**config.mk**
```make
export PLATFORM = sky130hd
export DESIGN_NAME = alarm_timer_p
export DESIGN_NICKNAME = d
export VERILOG_FILES = /design/src/rtl/alarm_timer_p.sv
export SDC_FILE = /design/constraint.sdc
export NUM_CORES = 1
export LEC_CHECK = 0
export BUFFER_PORTS_ARGS = -buffer_cell sky130_fd_sc_hd__clkbuf_2
export CAP_MARGIN = 25
export CORE_MARGIN = 2
export CORE_UTILIZATION = 45
export DETAILED_ROUTE_END_ITERATION = 10
export HOLD_SLACK_MARGIN = 0.06
export PLACE_DENSITY = 0.65
export SLEW_MARGIN = 10
export SYNTH_ARGS = -nofsm -noshare
export SYNTH_HDL_FRONTEND = slang
export SYNTH_SLANG_ARGS = --single-unit
export TNS_END_PERCENT = 50
```
**constraint.sdc**
```tcl
create_clock -name clock -period 2.1 [get_ports clock]
set_input_delay 0.105 -clock clock [delete_from_list [all_inputs] [get_ports clock]]
set_output_delay 0.105 -clock clock [all_outputs]
set_load 0.05 [all_outputs]
```
**src/rtl/alarm_timer_p.sv**
```systemverilog
// -----------------------------------------------------------------------------
// alarm_timer_p
// Parametrised countdown timer that sits beside the main alarm FSM.
// A free-running prescaler divides the clock down to one tick per second.
// The tick drives the one_hz_enable pulse and the half_hz_enable siren square
// wave. It also decrements the countdown while the timer runs.
//
// Parameters
//   CLK_PER_SEC : clock cycles per second (>= 2)
//   VALUE_W     : width of the countdown value in seconds (>= 1)
//
// Ports
//   clock          in   system clock
//   reset          in   asynchronous reset, active-high
//   value          in   countdown length in seconds, sampled on an accepted start
//   start_timer    in   load value and run (accepted in any state)
//   pause          in   level; freezes prescaler and countdown while busy
//   abort          in   return to IDLE without expiring
//   expired        out  one-cycle pulse when the countdown reaches 0
//   busy           out  high in RUN or PAUSE
//   remaining      out  seconds left, 0 in IDLE
//   one_hz_enable  out  one-cycle pulse per second
//   half_hz_enable out  0.5 Hz, 50 % square wave
// All outputs come straight from flops.
// -----------------------------------------------------------------------------
module alarm_timer_p #(
  parameter int CLK_PER_SEC = 100000000,
  parameter int VALUE_W     = 4
) (
  input  logic               clock,
  input  logic               reset,
  input  logic [VALUE_W-1:0] value,
  input  logic               start_timer,
  input  logic               pause,
  input  logic               abort,
  output logic               expired,
  output logic               busy,
  output logic [VALUE_W-1:0] remaining,
  output logic               one_hz_enable,
  output logic               half_hz_enable
);

  localparam int              PS_W    = (CLK_PER_SEC > 1) ? $clog2(CLK_PER_SEC) : 1;
  localparam logic [PS_W-1:0] PS_LAST = PS_W'(CLK_PER_SEC - 1);

  typedef enum logic [1:0] {
    S_IDLE  = 2'd0,
    S_RUN   = 2'd1,
    S_PAUSE = 2'd2
  } state_t;

  state_t             r_state;
  state_t             w_state_nxt;
  logic [PS_W-1:0]    r_prescaler;
  logic [PS_W-1:0]    w_prescaler_nxt;
  logic [VALUE_W-1:0] r_remaining;
  logic [VALUE_W-1:0] w_remaining_nxt;
  logic               r_expired;
  logic               w_expired_nxt;
  logic               r_busy;
  logic               r_one_hz;
  logic               w_one_hz_nxt;
  logic               r_half_hz;
  logic               w_half_hz_nxt;
  logic               w_frozen;
  logic               w_tick;

  // Pause takes effect on the edge where it is first sampled, and it is
  // released on the edge where it is first seen low. As a result, PAUSE with
  // pause low already counts like RUN. This makes the latency grow by exactly
  // the number of cycles spent in PAUSE.
  assign w_frozen = (r_state != S_IDLE) && pause;
  assign w_tick   = (r_prescaler == PS_LAST) && !w_frozen;

  // Next-state, prescaler and countdown logic. The priority is
  // abort > start > pause > tick.
  always_comb begin
    w_state_nxt     = r_state;
    w_remaining_nxt = r_remaining;
    w_expired_nxt   = 1'b0;
    w_one_hz_nxt    = w_tick;
    w_half_hz_nxt   = r_half_hz ^ w_tick;
    if (w_frozen) begin
      w_prescaler_nxt = r_prescaler;
    end else if (r_prescaler == PS_LAST) begin
      w_prescaler_nxt = {PS_W{1'b0}};
    end else begin
      w_prescaler_nxt = r_prescaler + PS_W'(1);
    end

    if (abort) begin
      // Timebase keeps running; only the countdown is dropped.
      w_state_nxt     = S_IDLE;
      w_remaining_nxt = {VALUE_W{1'b0}};
    end else if (start_timer) begin
      // A restart realigns the second boundary and discards any coincident tick.
      w_prescaler_nxt = {PS_W{1'b0}};
      w_half_hz_nxt   = 1'b0;
      w_one_hz_nxt    = 1'b0;
      w_remaining_nxt = value;
      if (value == {VALUE_W{1'b0}}) begin
        w_state_nxt   = S_IDLE;
        w_expired_nxt = 1'b1;
      end else begin
        w_state_nxt   = S_RUN;
      end
    end else begin
      case (r_state)
        S_RUN, S_PAUSE: begin
          if (pause) begin
            w_state_nxt = S_PAUSE;
          end else if (w_tick) begin
            if (r_remaining > VALUE_W'(1)) begin
              w_state_nxt     = S_RUN;
              w_remaining_nxt = r_remaining - VALUE_W'(1);
            end else begin
              w_state_nxt     = S_IDLE;
              w_remaining_nxt = {VALUE_W{1'b0}};
              w_expired_nxt   = 1'b1;
            end
          end else begin
            w_state_nxt = S_RUN;
          end
        end
        S_IDLE: begin
          w_state_nxt = S_IDLE;
        end
        default: begin
          w_state_nxt     = S_IDLE;
          w_remaining_nxt = {VALUE_W{1'b0}};
        end
      endcase
    end
  end

  // State, timebase and output registers.
  always_ff @(posedge clock or posedge reset) begin
    if (reset) begin
      r_state     <= S_IDLE;
      r_prescaler <= {PS_W{1'b0}};
      r_remaining <= {VALUE_W{1'b0}};
      r_expired   <= 1'b0;
      r_busy      <= 1'b0;
      r_one_hz    <= 1'b0;
      r_half_hz   <= 1'b0;
    end else begin
      r_state     <= w_state_nxt;
      r_prescaler <= w_prescaler_nxt;
      r_remaining <= w_remaining_nxt;
      r_expired   <= w_expired_nxt;
      r_busy      <= (w_state_nxt != S_IDLE);
      r_one_hz    <= w_one_hz_nxt;
      r_half_hz   <= w_half_hz_nxt;
    end
  end

  assign expired        = r_expired;
  assign busy           = r_busy;
  assign remaining      = r_remaining;
  assign one_hz_enable  = r_one_hz;
  assign half_hz_enable = r_half_hz;

endmodule

```
; ---- Word-level counts from Yosys, hierarchy flattened
; Index checks and enable logic that the tools add are counted.
[totals]
inputBits = 9
out_inout_bits = 8
regBits = 37
[classes]
n_lt_le_gt_ge = 1
n_addsub = 2
n_reduce_logical = 9
n_bitwise = 1
muxes = 28
eq_ne = 6
[op_table]
columns = cell, count
row1 = 2-to-1 mux 27 bit, 4
row2 = adder 27 x 1 -> 27 bit (second input constant), 1
row3 = equality test 27 bit (second input constant), 1
row4 = 2-to-1 mux 4 bit, 5
row5 = 2-to-1 mux 1 bit, 13
row6 = 2-to-1 mux 2 bit, 5
row7 = inequality test 4 bit (second input constant), 2
row8 = one-hot mux 4 bit (2 select lines), 1
row9 = greater-than comparator 4 x 1 -> 1 bit (second input constant), 1
row10 = zero test 4 bit, 1
row11 = nonzero test 2 bit, 2
row12 = subtractor 4 x 1 -> 4 bit (second input constant), 1
row13 = inequality test 3 bit (second input constant), 1
row14 = AND reduction 3 bit, 1
row15 = equality test 2 x 1 -> 1 bit (second input constant), 1
row16 = equality test 2 bit (second input constant), 1
row17 = logical AND 1 bit, 2
row18 = zero test 2 bit, 1
row19 = OR reduction 2 bit, 1
row20 = zero test 1 bit, 1
row21 = bitwise XOR 1 bit, 1

; ---- Depth between registers and ports, before layout
[depth]
depth_word = 10
depth_mapped = 10
depth_no_buf = 7

; ---- Least setup slack after synthesis
; Ideal clock, no wire load.
[synth_timing]
path_type = reg2reg
from = reg r_state[0]
to = reg r_expired (netlist: expired)
t_arrival_ns = 2.182
stages_incl_launch_ff = 9
slack_ns = -0.160
period_less_slack_ns = 2.260
n_path_buf = 1
setup_ns = 0.077
path_cell_list = dfrtp_1 -> inv_1 -> ha_1 -> nand2b_1 -> buf_2 -> nand4_4 -> or4_1 -> or4_1 -> a21oi_1
[synth_between]
elab_chain_cells = 9
word_cells_on_any_way = 12
[synth_rtl]
columns = element, line_no
row1 = from (decl), 52  ; state_t r_state;
row2 = from (signal assigned), 147  ; r_state <= w_state_nxt;
row3 = nonzero test 2 bit, 72  ; assign w_frozen = (r_state != S_IDLE) && pause;
row4 = logical AND 1 bit, 72
row5 = zero test 1 bit, 73  ; assign w_tick = (r_prescaler == PS_LAST) && !w_frozen;
row6 = logical AND 1 bit, 73
row7 = 2-to-1 mux 1 bit, 112  ; end else if (w_tick) begin
row8 = 2-to-1 mux 1 bit, 110  ; if (pause) begin
row9 = 2-to-1 mux 1 bit *, 108  ; case (r_state)
row10 = 2-to-1 mux 1 bit *, 95  ; end else if (start_timer) begin
row11 = 2-to-1 mux 1 bit *, 91  ; if (abort) begin
row12 = named net w_expired_nxt, 59  ; logic w_expired_nxt;
row13 = to (signal assigned), 150  ; r_expired <= w_expired_nxt;
row14 = to (decl), 58  ; logic r_expired;
; The timed path passes the listed nets; every way through them passes the cells marked *.
; A chain may end at the register's enable or synchronous reset.

; ---- Final worst setup path
[layout_timing]
from = reg r_state[1]
to = reg r_expired (netlist: expired)
; Same word-level chain as after synthesis.

==> reports/qor.yml <==
global_route:
  grt_max_degree: 38
  grt_pass1_vias: 1659
  grt_pass1_wl_um: 7640
  grt.total_usage_pct: 18.7
  antenna_found_initial: 0
  grt-ovfl-total: 0
synth:
  yosys-top-cells-count: "40 x nor2_1, 37 x dfrtp_1, 17 x xnor2_1, 15 x nand2_1, 12 x nand4_1"
  synth_simple_gate_area_share_pct: 29.0
  synth_mux_area_share_pct: 1.57
  synth_adder_area_share_pct: 2.42
  syn-num-nets: 239
  ys_ff_latch: 37
  synthFlopType: "dfrtp_1"
  syn_inst: 226
  post-synth-top-count-cell: "nor2_1"
  seq_area_frac_synth_pct: 44.7
  synth_area_leaders: "dfrtp_1 45%, nor2_1 7.3%, xnor2_1 7.2%, xor2_1 4.2%, nand4_1 3.6%"
  synth_top_area_share_pct: 44.7
  synth_area_sq_um: 2070
  ys_types: 41
  synth-xor-area-share_pct: 11.4
  synth_compound_area_share_pct: 7.19
  post_synth.cell_area_avg_sq_um: 9.16
  synth_edf_count: 0
  ys_warn_count: 0
  async_flop_share_pct: 100
  yosysTopAreaCell: "dfrtp_1"
  synth_top_family_by_area: "simple AND/OR/NAND/NOR gates"
sta:
  drv_slew: 0
  hold_viol: 0
  final.setup.tns_ns: 0
  fmax_mhz: 496
  report.final.setup_viol: 0
  whs_ns: 0.165
  worst_slew_pin_slew_ns: 0.524
  fin_skew_ns: 0.00779
  fin_crit_sh_pct: 96.0
  rsz0062_at_grt: "false"
  period_needed_ns: 2.02
  max_slew_margin_pct: 65.0
  fin_ws_ns: 0.0835
clocking:
  clkSlewWorstSetupHoldPaths_ns: 0.07
  cts_buffers: 5
  postCtsSetupBuffers: 0
  cts_root_buffer: "clkbuf_8"
  clockBufferDepth: 2
  cts-htree-levels: 2
  clock_latency_ns: 0.29
  tritoncts: "yes"
  cts.sinks: 37
placement:
  place_ws_ns: 0.0287
  gp_congestion: 0.854
  io_buffer_count: 16
  hpwl_um: 3180
critical_path:
  worstSetupStartpoint: "r_state[1]$_DFF_PP0_"
  endpoint_kind: "flop"
  path_class: "reg -> reg"
  cp_max_fo: 3
  worstReg2RegStart: "r_state[1]$_DFF_PP0_"
  start_kind: "flop"
  reg2regPathDepth: 7
  cp_data_arrival_time_ns: 2.23
  required_ns: 2.32
floorplanning:
  rows: 24
  fp.dieH_um: 71.8
  die-area_sq_um: 5160
  initial_core_util_pct: 47.2
  die_w_um: 71.8
  fp.coreArea_sq_um: 4380
  boundaryPins: 17
detailed_routing:
  route.detailed.wl_per_inst_um: 13.6
  totalWireLength_um: 4310
  ant_nets: 0
  num_vias: 1714
  drc: 0
  first_pass_iters: 4
  viasPerCell: 5.41
  initialDrtViolationCount: 90
layout:
  area_delta_synth_final_pct: 23.1
  insertedDiodeCount: 0
  finalNetCount: 277
  nFillCells: 371
  drive_gt1_share_pct: 22.3
hold_path:
  hp-start: "value[1]"
  worst_hold_path.num_cells: 3
  worst_hold_path_type: "in -> reg"
run_status:
  status: "finished clean"
pwr:
  ir_worst_vdd_v: 0.000410
  power_density_nw_per_um2: 687
  p_leak_nw: 1.18
job:
  maxCapViolations: 0
==> final timing paths <==
kind,end,slack [ns]
max,expired$_DFF_PP0_,0.08
min reg2reg,r_prescaler[7]$_DFF_PP0_,0.54
min in group asynchronous,r_prescaler[26]$_DFF_PP0_,0.45
min,remaining[1]$_DFFE_PP0P_,0.16
max reg2reg,expired$_DFF_PP0_,0.08
max in group asynchronous,remaining[3]$_DFFE_PP0P_,1.32
==> per-layer routing <==
metal  global-route usage [%]  vias to the layer above  part of all wire [%]
met5                        0                        -                     0
met4                     6.29                        0                   1.1
met3                     4.36                        4                   3.5
met2                     27.4                       30                    44
met1                     27.3                      817                    51
li1                         -                      863                     -
==> through the flow <==
| step | util, % | power [mW] | instance area [sq um] | cells |
|---|---|---|---|---|
| finish | 58.2 | 1.75 | 2550 | 317 |
| global route | 58.2 | 1.83 | 2550 | 317 |
| CTS | 57.7 | 1.76 | 2530 | 317 |
| detailed placement | 54.2 | 1.03 | 2370 | 307 |
| global placement | 54.2 | 1.03 | 2370 | 307 |
| floorplan | - | 0.967 | 2090 | 226 |
==> kinds of logic (layout without fill, tap and decap cells) <==
kind of cell	count (synthesis)	in the layout
compound gates	23	23
simple gates	114	114
flops	37	37
xor+xnor	27	27
fa+ha+maj	4	4
buf+inv	18	57
mux	3	3
==> flip-flops by register name (all words and copies together) (netlist names) <==
register,flops
remaining,4
busy,1
expired,1
r_state,2
half_hz_enable,1
r_prescaler,27
one_hz_enable,1
==> power by group <==
part / switching, mW / internal, mW / total, mW
registers: 0.0386 / 0.748 / 0.787
logic: 0.140 / 0.100 / 0.240
clock network: 0.253 / 0.472 / 0.725
==> cell usage in the layout (no fill, tap or decap), drive strengths merged, types with 2 or more instances in the layout <==
| cell type | netlist | layout |
|---|---|---|
| dlygate4sd3 | 0 | 2 |
| buf | 5 | 22 |
| nor2 | 40 | 40 |
| clkbuf | 4 | 21 |
| and2 | 3 | 3 |
| a2bb2oi | 2 | 2 |
| nand4 | 13 | 13 |
| nor3b | 2 | 2 |
| and3 | 7 | 7 |
| inv | 9 | 9 |
| or4 | 2 | 2 |
| nand2b | 3 | 3 |
| bufinv | 0 | 2 |
| nand3 | 9 | 9 |
| nor4 | 5 | 5 |
| a21oi | 7 | 7 |
| xnor2 | 17 | 17 |
| xor2 | 10 | 10 |
| nor2b | 2 | 2 |
| dfrtp | 37 | 37 |
| nor3 | 4 | 4 |
| and4 | 3 | 3 |
| o21a | 2 | 2 |
| or3 | 2 | 2 |
| mux2 | 2 | 2 |
| nand2 | 15 | 15 |
| ha | 4 | 4 |
| o21ai | 5 | 5 |
==> area by class of cell <==
| type | instances | area [sq um] | share of cell area [%] |
|---|---|---|---|
| timing repair buffer | 40 | 290 | 11.4 |
| sequential | 37 | 926 | 36.3 |
| clock inverter | 3 | 65.1 | 2.55 |
| tap | 52 | 65.1 | 2.55 |
| multi-input combinational | 171 | 1100 | 43.2 |
| inverter | 9 | 33.8 | 1.32 |
| clock buffer | 5 | 68.8 | 2.70 |
==> critical path, stage by stage (launching register included) <==
cell and delay, ns:
dfrtp_1 0.37, inv_2 0.05, ha_2 0.19, nand2b_4 0.14, nand4_4 0.12, or4_4 0.45
or4_4 0.52, a21oi_2 0.12
==> what timing repair did <==
item	4_1_cts	5_1_grt
setup endpoints to repair	0	2
gates resized for setup	0	6
hold buffers	2	0
endpoints found under the hold margin	38	0
Note: power is estimated with default switching activity, not from simulation.
